**config.mk**
```make
export PLATFORM = sky130hd
export DESIGN_NAME = tspp_fetch_stage_flat
export DESIGN_NICKNAME = d
export VERILOG_FILES = /design/src/rtl/tspp_types_pkg.sv /design/src/rtl/fetch_control_if.sv /design/src/rtl/tspp_fetch_stage.sv /design/src/flat_wrapper.sv
export SDC_FILE = /design/constraint.sdc
export NUM_CORES = 1
export LEC_CHECK = 0
export CORE_MARGIN = 5
export CORE_UTILIZATION = 30
export DETAILED_ROUTE_END_ITERATION = 6
export PLACE_DENSITY_LB_ADDON = 0.12
export SETUP_SLACK_MARGIN = 0.2
export SLEW_MARGIN = 20
export SYNTH_ARGS = -nofsm -noshare
export SYNTH_HDL_FRONTEND = slang
export SYNTH_SLANG_ARGS = --single-unit
```
**constraint.sdc**
```tcl
create_clock -name CLK -period 5.39 [get_ports CLK]
set_input_delay 0.539 -clock CLK [delete_from_list [all_inputs] [get_ports CLK]]
set_output_delay 0.539 -clock CLK [all_outputs]
set_load 0.03 [all_outputs]
```
**src/rtl/tspp_types_pkg.sv**
```systemverilog
// Shared types for the TSPP front end: word type, fetch FSM states,
// the fetch/decode entry layout and the NOP used for fault entries.
package tspp_types_pkg;

  typedef logic [31:0] word_t;

  typedef enum logic [1:0] {
    FETCH = 2'd0,
    DRAIN = 2'd1,
    HOLD  = 2'd2,
    FAULT = 2'd3
  } fetch_state_t;

  // addi x0, x0, 0 -- carries the misaligned-fetch fault down the pipe
  localparam word_t NOP_INSTR = 32'h0000_0013;

  typedef struct packed {
    word_t instr;
    word_t pc;
    logic  misaligned;
  } fd_entry_t;

  function automatic fd_entry_t fault_entry(input word_t addr);
    fault_entry = '{instr: NOP_INSTR, pc: addr, misaligned: 1'b1};
  endfunction

endpackage

```
**src/rtl/fetch_control_if.sv**
```systemverilog
// Control-to-fetch redirect/flush/stall bundle.
interface fetch_control_if;
  import tspp_types_pkg::*;

  logic  update_pc;
  word_t update_addr;
  logic  flush;
  logic  stall;

  modport fetch (input update_pc, update_addr, flush, stall);
  modport ctrl  (output update_pc, update_addr, flush, stall);

endinterface

```
**src/rtl/tspp_fetch_stage.sv**
```systemverilog
// Instruction fetch stage: sequential PC, redirect with drain of the
// in-flight request, one-entry skid under stall, misaligned-fetch fault.
module tspp_fetch_stage
  import tspp_types_pkg::*;
#(
  parameter word_t RESET_PC = 32'h0000_0200
) (
  input  logic                 CLK,
  input  logic                 RST,
  fetch_control_if.fetch       fc_if,
  output word_t                iaddr,
  output logic                 iren,
  input  logic                 ibusy,
  input  word_t                irdata,
  output logic                 fd_valid,
  output word_t                fd_instr,
  output word_t                fd_pc,
  output logic                 fd_misaligned,
  output logic [1:0]           dbg_state
);

  // Bus handshake: iren is the request valid, !ibusy is its ready; a
  // request completes (irdata valid) in any cycle with iren=1 and ibusy=0,
  // and iaddr is held stable for as long as ibusy=1.

  fetch_state_t state_q, state_d;
  word_t        pc_q, pc_d;
  word_t        req_q, req_d;
  fd_entry_t    fd_q, fd_d;
  logic         fd_valid_q, fd_valid_d;
  fd_entry_t    skid_q, skid_d;
  logic         skid_valid_q, skid_valid_d;

  fd_entry_t    cand;
  logic         cand_valid;
  logic         drop_skid;
  logic         upd_mis;
  word_t        target;

  assign iren          = (state_q == FETCH) || (state_q == DRAIN);
  assign iaddr         = req_q;
  assign fd_valid      = fd_valid_q;
  assign fd_instr      = fd_q.instr;
  assign fd_pc         = fd_q.pc;
  assign fd_misaligned = fd_q.misaligned;
  assign dbg_state     = state_q;

  assign upd_mis = fc_if.update_addr[1:0] != 2'b00;
  assign target  = fc_if.update_pc ? fc_if.update_addr : pc_q;

  always_comb begin
    state_d    = state_q;
    pc_d       = pc_q;
    req_d      = req_q;
    cand       = '0;
    cand_valid = 1'b0;
    drop_skid  = 1'b0;

    case (state_q)
      FETCH: begin
        if (fc_if.update_pc) begin
          pc_d = fc_if.update_addr;
          if (ibusy) begin
            state_d = DRAIN;
          end else begin
            req_d = fc_if.update_addr;
            if (upd_mis) begin
              state_d    = FAULT;
              cand       = fault_entry(fc_if.update_addr);
              cand_valid = 1'b1;
            end
          end
        end else if (!ibusy) begin
          pc_d  = pc_q + 32'd4;
          req_d = req_q + 32'd4;
          if (!fc_if.flush) begin
            cand       = '{instr: irdata, pc: req_q, misaligned: 1'b0};
            cand_valid = 1'b1;
            if (fc_if.stall) state_d = HOLD;
          end
        end
      end

      DRAIN: begin
        // The in-flight word is dropped; the latest redirect target wins.
        pc_d = target;
        if (!ibusy) begin
          req_d = target;
          if (target[1:0] != 2'b00) begin
            state_d    = FAULT;
            cand       = fault_entry(target);
            cand_valid = 1'b1;
          end else begin
            state_d = FETCH;
          end
        end
      end

      HOLD, FAULT: begin
        if (fc_if.update_pc) begin
          pc_d      = fc_if.update_addr;
          req_d     = fc_if.update_addr;
          drop_skid = 1'b1;
          if (upd_mis) begin
            state_d    = FAULT;
            cand       = fault_entry(fc_if.update_addr);
            cand_valid = 1'b1;
          end else begin
            state_d = FETCH;
          end
        end else begin
          cand       = skid_q;
          cand_valid = skid_valid_q;
          if (state_q == HOLD && (fc_if.flush || !fc_if.stall)) state_d = FETCH;
        end
      end
    endcase
  end

  // Flush beats stall; under stall a new entry parks in the skid.
  always_comb begin
    fd_d         = fd_q;
    fd_valid_d   = fd_valid_q;
    skid_d       = skid_q;
    skid_valid_d = skid_valid_q;

    if (fc_if.flush) begin
      fd_valid_d   = 1'b0;
      skid_valid_d = 1'b0;
    end else if (fc_if.stall) begin
      if (cand_valid) begin
        skid_d       = cand;
        skid_valid_d = 1'b1;
      end else if (drop_skid) begin
        skid_valid_d = 1'b0;
      end
    end else begin
      fd_valid_d   = cand_valid;
      skid_valid_d = 1'b0;
      if (cand_valid) fd_d = cand;
    end
  end

  always_ff @(posedge CLK) begin
    if (RST) begin
      state_q      <= FETCH;
      pc_q         <= RESET_PC + 32'd4;
      req_q        <= RESET_PC;
      fd_q         <= '0;
      fd_valid_q   <= 1'b0;
      skid_q       <= '0;
      skid_valid_q <= 1'b0;
    end else begin
      state_q      <= state_d;
      pc_q         <= pc_d;
      req_q        <= req_d;
      fd_q         <= fd_d;
      fd_valid_q   <= fd_valid_d;
      skid_q       <= skid_d;
      skid_valid_q <= skid_valid_d;
    end
  end

endmodule

```
**src/flat_wrapper.sv**
```systemverilog
// flat-port wrapper written by rule: the top's interface ports become plain ports
module tspp_fetch_stage_flat import tspp_types_pkg::*;
#(
  parameter word_t RESET_PC = 32'h0000_0200
)
  (CLK, RST, iaddr, iren, ibusy, irdata, fd_valid, fd_instr, fd_pc, fd_misaligned, dbg_state, fc_if_update_pc, fc_if_update_addr, fc_if_flush, fc_if_stall);
  fetch_control_if fc_if_i ();
  input  logic CLK;
  input  logic RST;
  output word_t iaddr;
  output logic iren;
  input  logic ibusy;
  input  word_t irdata;
  output logic fd_valid;
  output word_t fd_instr;
  output word_t fd_pc;
  output logic fd_misaligned;
  output logic [1:0] dbg_state;
  input wire logic [$bits(fc_if_i.update_pc)-1:0] fc_if_update_pc;
  input wire logic [$bits(fc_if_i.update_addr)-1:0] fc_if_update_addr;
  input wire logic [$bits(fc_if_i.flush)-1:0] fc_if_flush;
  input wire logic [$bits(fc_if_i.stall)-1:0] fc_if_stall;
  assign fc_if_i.update_pc = fc_if_update_pc;
  assign fc_if_i.update_addr = fc_if_update_addr;
  assign fc_if_i.flush = fc_if_flush;
  assign fc_if_i.stall = fc_if_stall;
  tspp_fetch_stage #(.RESET_PC(RESET_PC)) u_core (.CLK(CLK), .RST(RST), .fc_if(fc_if_i), .iaddr(iaddr), .iren(iren), .ibusy(ibusy), .irdata(irdata), .fd_valid(fd_valid), .fd_instr(fd_instr), .fd_pc(fd_pc), .fd_misaligned(fd_misaligned), .dbg_state(dbg_state));
endmodule
```
; Yosys cells after proc, flatten, opt, wreduce, memory -nomap -nowiden
; Index checks and enable logic that the tools add are counted.
[word_totals]
register_bits = 198
latchBits = 0
ram_bits = 0
romBits = 0
input_bits = 70
out_inout_bits = 101
elab_cells = 85
memories = 0
[classes]
n_addsub = 2
mul = 0
div = 0
magnitude_cmp = 0
n_eq_ne = 11
shifts = 0
mux = 43
bitwise = 2
n_reduce_logical = 16
[op_table]
columns = op, n
row1 = 65-bit 2-to-1 mux, 5
row2 = 32-bit 2-to-1 mux, 8
row3 = 65-bit one-hot mux with 3 select lines, 1
row4 = 32-bit one-hot mux with 3 select lines, 1
row5 = 38-bit 2-to-1 mux, 2
row6 = 32-bit by 3-bit adder with 32-bit output (second input constant), 2
row7 = 32-bit one-hot mux with 2 select lines, 1
row8 = 2-bit 2-to-1 mux, 11
row9 = 1-bit 2-to-1 mux, 12
row10 = 3-bit inequality test (second input constant), 3
row11 = 3-bit AND reduction, 3
row12 = 2-bit inequality test (second input constant), 3
row13 = 2-bit one-hot mux with 3 select lines, 1
row14 = 6-bit AND reduction, 1
row15 = 2-bit nonzero test, 3
row16 = 3-bit OR reduction, 2
row17 = 2-bit equality test (second input constant), 2
row18 = 4-bit by 3-bit inequality test with 1-bit output (second input constant), 1
row19 = 2-bit OR reduction, 2
row20 = 3-bit by 2-bit inequality test with 1-bit output (second input constant), 1
row21 = 1-bit one-hot mux with 3 select lines, 1
row22 = 2-bit by 1-bit equality test with 1-bit output (second input constant), 1
row23 = 2-bit zero test, 1
row24 = 1-bit logical OR, 2
row25 = other kinds (3), 4

; Logic depth before layout (Yosys ltp)
[logic_depth]
ltp_word = 6
ltp_mapped = 9
mapped_depth_nobuf = 6

; Worst setup path before layout
; No wires, ideal clock.
[synth_timing]
kind = register -> register
start = register u_core.req_q[3], in the netlist u_core.iaddr[3]
end = register u_core.req_q[20], in the netlist u_core.iaddr[20]
setup_ps = 124
arrival_ps = 2169
path_slack_ps = 3097
path_stages_with_launch = 8
n_path_buf = 1
cell_sequence = dfxtp_1 > ha_1 > nand4_1 > or4_1 > clkbuf_1 > or3_1 > mux2i_1 > o21ai_0
[synth_via]
elab_chain_cells = 4
[synth_rtl]
columns = element, line_no
row1 = start: declaration, tspp_fetch_stage.sv:28  ; word_t req_q, req_d;
row2 = start signal: assignment, tspp_fetch_stage.sv:156  ; req_q <= req_d;
row3 = 32-bit by 3-bit adder with 32-bit output, tspp_fetch_stage.sv:75  ; req_d = req_q + 32'd4;
row4 = 32-bit 2-to-1 mux, tspp_fetch_stage.sv:73  ; end else if (!ibusy) begin
row5 = 32-bit 2-to-1 mux, tspp_fetch_stage.sv:61  ; if (fc_if.update_pc) begin
row6 = 32-bit one-hot mux with 3 select lines, tspp_fetch_stage.sv:59  ; case (state_q)
; Every way passes these cells. The select of a mux whose other input is x is not followed.
; A chain may end at the register's enable or synchronous reset.

; Final worst setup path
[layout_timing]
start = register u_core.state_q[1], in the netlist u_core.dbg_state[1]
end = register u_core.skid_q[45] (netlist bit)
[layout_via]
elab_chain_cells = 4
elab_cells_between_ends = 8
cone_classes = eq/ne: 3 / mux: 2 / reduce/logical: 3
[layout_rtl]
columns = element, line_no
row1 = start: declaration, tspp_fetch_stage.sv:26  ; fetch_state_t state_q, state_d;
row2 = start signal: assignment, tspp_fetch_stage.sv:154  ; state_q <= state_d;
row3 = 2-bit equality test, tspp_fetch_stage.sv:59
row4 = 2-bit OR reduction, tspp_fetch_stage.sv:59
row5 = 1-bit one-hot mux with 3 select lines, tspp_fetch_stage.sv:59
row6 = 3-bit AND reduction (no line), --
row7 = end signal: assignment, tspp_fetch_stage.sv:159  ; skid_q <= skid_d;
row8 = end: declaration, tspp_fetch_stage.sv:31  ; fd_entry_t skid_q, skid_d;
; Parallel ways exist; a longest one is shown, timed or not.

==> metrics.md <==
| Metric | Value |
|---|---|
| Status | finished, final reports clean |
| Most common library cells after synthesis | 206 x nand2_1, 198 x dfxtp_1, 115 x nor2_1 |
| Gpl congestion | 0.870 |
| Avg Synthesized Cell Area | approximately 7.7 sq um |
| Placed cells | 1,919 |
| Startpoint types | flop |
| Psw | approximately 2600 uW |
| Tmin final | 3410 ps |
| Synth Flop Type | dfxtp_1 |
| Clock skew | between 10 and 15 ps |
| CP bufs+invs | 2 |
| Power Internal | around 3200 uW |
| Core box area | 35,600 sq um |
| Post-route DRC violation count | 0 |
| Grt peak-use layer | met1 |
| Area growth, synth to finish | 23.6% |
| Top-Level Pins | 171 |
| Pin count of the biggest net entering global routing | a little over 70 |
| First-pass GRT wire length | between 60,000 and 70,000 microns |
| Worst Max-Slew Pin Slew | slightly below 1000 ps |
| Mapped cell area | about 11,000 sq um |
| Layout cells sized above 1 | approximately 7.5% |
| ANT cells | 0 |
| Power Total | just under 6000 uW |
| Hold-fix buffers, CTS | 0 |
| Sequential share of power | 34.4% |
| Grt ovf | 0 |
| Slew Limit Fails | 0 |
| Setup Crit Path Kind | flop to flop |
| Net switching share of the total power | between 40 and 50% |
| Max Cap Viol | 0 |
| Root Driver | clkbuf_16 |
| Comb pwr share | a little over two fifths |
| Global routing met2 resource utilization | ~28% |
| Most area-hungry cell type in the Yosys netlist | dfxtp_1 |
| Rows | 69 |
| Num CTS Buffers | 17 |
| Crit-path leading delay family | compound AO/OA/AOI/OAI gates |
| Final setup vio count | 0 |
| Routed len/inst | about 21 microns |
| H-tree depth | 4 |
| Worst-path clk slew | 80 ps |
| Critical Path RT | 5750 ps |
| Routing usage on met1 | roughly a third |
| WP data arrival | 3770 ps |
| Count leader, synth | nand2_1 |
| Synth unique cells | 73 |
| Period utilization | 63.3% |
| Initial core utilization | slightly above 30% |
| Fill count | 3,734 |
| GRT met3 Usage | approximately 4.3% |
| Critical path capture point type | flop |
| Area of the die | between 30,000 and 40,000 sq um |
| CP Cell Sequence | nor2b_4 -> buf_4 -> nand2_1 -> a211oi_4 -> buf_12 -> nor2_1 -> a211oi_1 |
| Die height | about 200 microns |
| Syn nets | around 1,500 |
| Fmax | between 200 and 300 MHz |
| Final Hold Viols | 0 |
| Post-synth EDFFs | 0 |
| Latest clock arrival within the worst-skew pair | between 400 and 500 ps |
| RSZ-0062 raised after global routing | false |
| Ranking of synthesized cells by area | dfxtp_1 37%, nand2_1 7.2%, a221oi_1 5.1%, a211oi_1 4.9%, a21oi_1 4.5% |
| Share of Yosys cell area claimed by the top area cell type | ~37% |
| LEAKAGE | about 0.0043 uW |
| Initial antenna violation count | 0 |
| # Post-CTS Setup Buffers | 0 |
| Clock buffer depth | 2 |
| Via Count | between 10,000 and 15,000 |
| Clk network pwr share | 22.3% |
| DP Wirelength | around 29,000 microns |
| TritonCTS clock tree | built |
| CP peak stage delay | approximately 890 ps |
| Vias in the first global route | around 10,000 |
| Final setup TNS | 0 ps |
| DRT Pass-1 Iters | 5 |
| Port bufs | 170 |
| Register area share after synthesis | a little over a third |
| Clk sinks | between 150 and 200 |
| Die X | 200 microns |
| Post-layout util | between 30% and 40% |
| Final Non-Filler Cells | 1,950 |
| Tightest Hold Check Type | flop to flop |
| Synth warn | 0 |
| Worst ir drop on vdd | roughly 0.27 mV |
| Nets@finish | between 1,500 and 2,000 |
| Cell at the slowest stage of the critical path | a211oi_4 |
| Critical Path Fanout Max | 62 |
| Register bit total from synthesis | slightly below 200 |
| Antenna viol nets, final | 0 |
| Pwr dens | 432 nW/um^2 |
| DR vias/cell | about 5.6 |
| Synth async-reset ratio | 0% |
| Max transition margin | 35.6% |
| DR iter-0 viols | roughly 1,000 |
| Post-cts sizing count | 0 |
| Global Route Usage Sum | between 20% and 30% |
| Total Wirelength | slightly above 40,000 microns |
| Mapped Cells | around 1,400 |
kinds of logic (layout without fill, tap and decap cells):
family                     count (synthesis)  in the layout  synth area share [%]
and+or+nand+nor                          528            528                  22.8
AOI/OAI and AO/OA                        459            459                  29.4
DFF                                      198            198                  36.7
buffers and inverters                    162            249                  6.02
muxes                                     30             30                  3.04
xor gates and xnor gates                  23             23                  1.86
adders and majority gates                  2              2                 0.231
layout make-up:
cell class | instances | area (sq um) | share of cell area, %
Tap cell | 461 | 577 | 4.32
Clock inverter | 13 | 134 | 1.00
Multi-Input combinational cell | 1042 | 6240 | 46.7
Inverter | 22 | 82.6 | 0.618
Sequential cell | 198 | 3960 | 29.7
Clock buffer | 18 | 429 | 3.21
Timing Repair Buffer | 196 | 1940 | 14.5
cell usage in the layout, fill, tap and decap left out, types with 6 or more instances in the layout:
| master | count |
|---|---|
| a211oi_1 | 70 |
| a211oi_2 | 8 |
| a21oi_1 | 97 |
| a221oi_1 | 63 |
| a22oi_1 | 32 |
| and2_1 | 9 |
| and3_1 | 16 |
| buf_4 | 24 |
| clkbuf_16 | 17 |
| clkdlybuf4s50_1 | 168 |
| dfxtp_1 | 198 |
| inv_1 | 21 |
| mux2_2 | 23 |
| mux2i_1 | 7 |
| nand2_1 | 206 |
| nand2b_1 | 7 |
| nand3_1 | 58 |
| nand4_1 | 47 |
| nor2_1 | 113 |
| nor2b_1 | 11 |
| nor3_1 | 13 |
| nor4_1 | 11 |
| o2111ai_1 | 8 |
| o211ai_1 | 6 |
| o21ai_0 | 96 |
| o21ai_1 | 9 |
| o31a_1 | 6 |
| or3_1 | 7 |
| xor2_1 | 18 |
metal layers:
layer  part of all wire [%]  vias to the layer above
met5                      0                        -
met4                    1.1                        0
met3                    7.2                       25
met2                     42                      380
met1                     50                     5242
li1                       -                     5355
through the flow:
step                worst slack, ps  hold WS (ps)  instance area (sq um)
finish                         1980           457                  13400
global route                   1700           479                  13400
CTS                            1980           463                  13400
detailed placement             1680           445                  12800
global placement               1740           438                  12800
floorplan                      3100           436                  10800
power by group through the flow:
stage | Clock [uW] | Combinational, uW | Sequential, uW
finish | 1290 | 2500 | 1990
global route | 1390 | 2710 | 2030
CTS | 1320 | 2500 | 1990
detailed placement | 0 | 2490 | 2020
global placement | 0 | 2490 | 2010
floorplan | 0 | 1340 | 2200
state kept, by name (all words and copies together), names as in the netlist:
signal / cells
u_core.iaddr: 32
u_core.fd_instr: 32
u_core.fd_misaligned: 1
u_core.skid_q: 65
u_core.fd_pc: 32
u_core.dbg_state: 2
u_core.fd_valid: 1
u_core.skid_valid_q: 1
u_core.pc_q: 32
path summary, 6_finish.rpt:
path / from / to / slack (ps) / depth (start not counted)
worst max-delay path: u_core.dbg_state[1] / u_core.skid_q[45] / 1980 / 7
worst min-delay path: u_core.fd_pc[14] / u_core.fd_pc[14] / 460 / 2
worst max register to register: u_core.dbg_state[1] / u_core.skid_q[45] / 1980 / 7
worst min register to register: u_core.fd_pc[14] / u_core.fd_pc[14] / 460 / 2
worst register-to-register path, stage by stage, from the launching register on:
cell and delay [ps]:
dfxtp_1 620, nor2b_4 230, buf_4 600, nand2_1 350
a211oi_4 890, buf_12 320, nor2_1 90, a211oi_1 220
No activity file was read; power rests on OpenSTA's default activity.
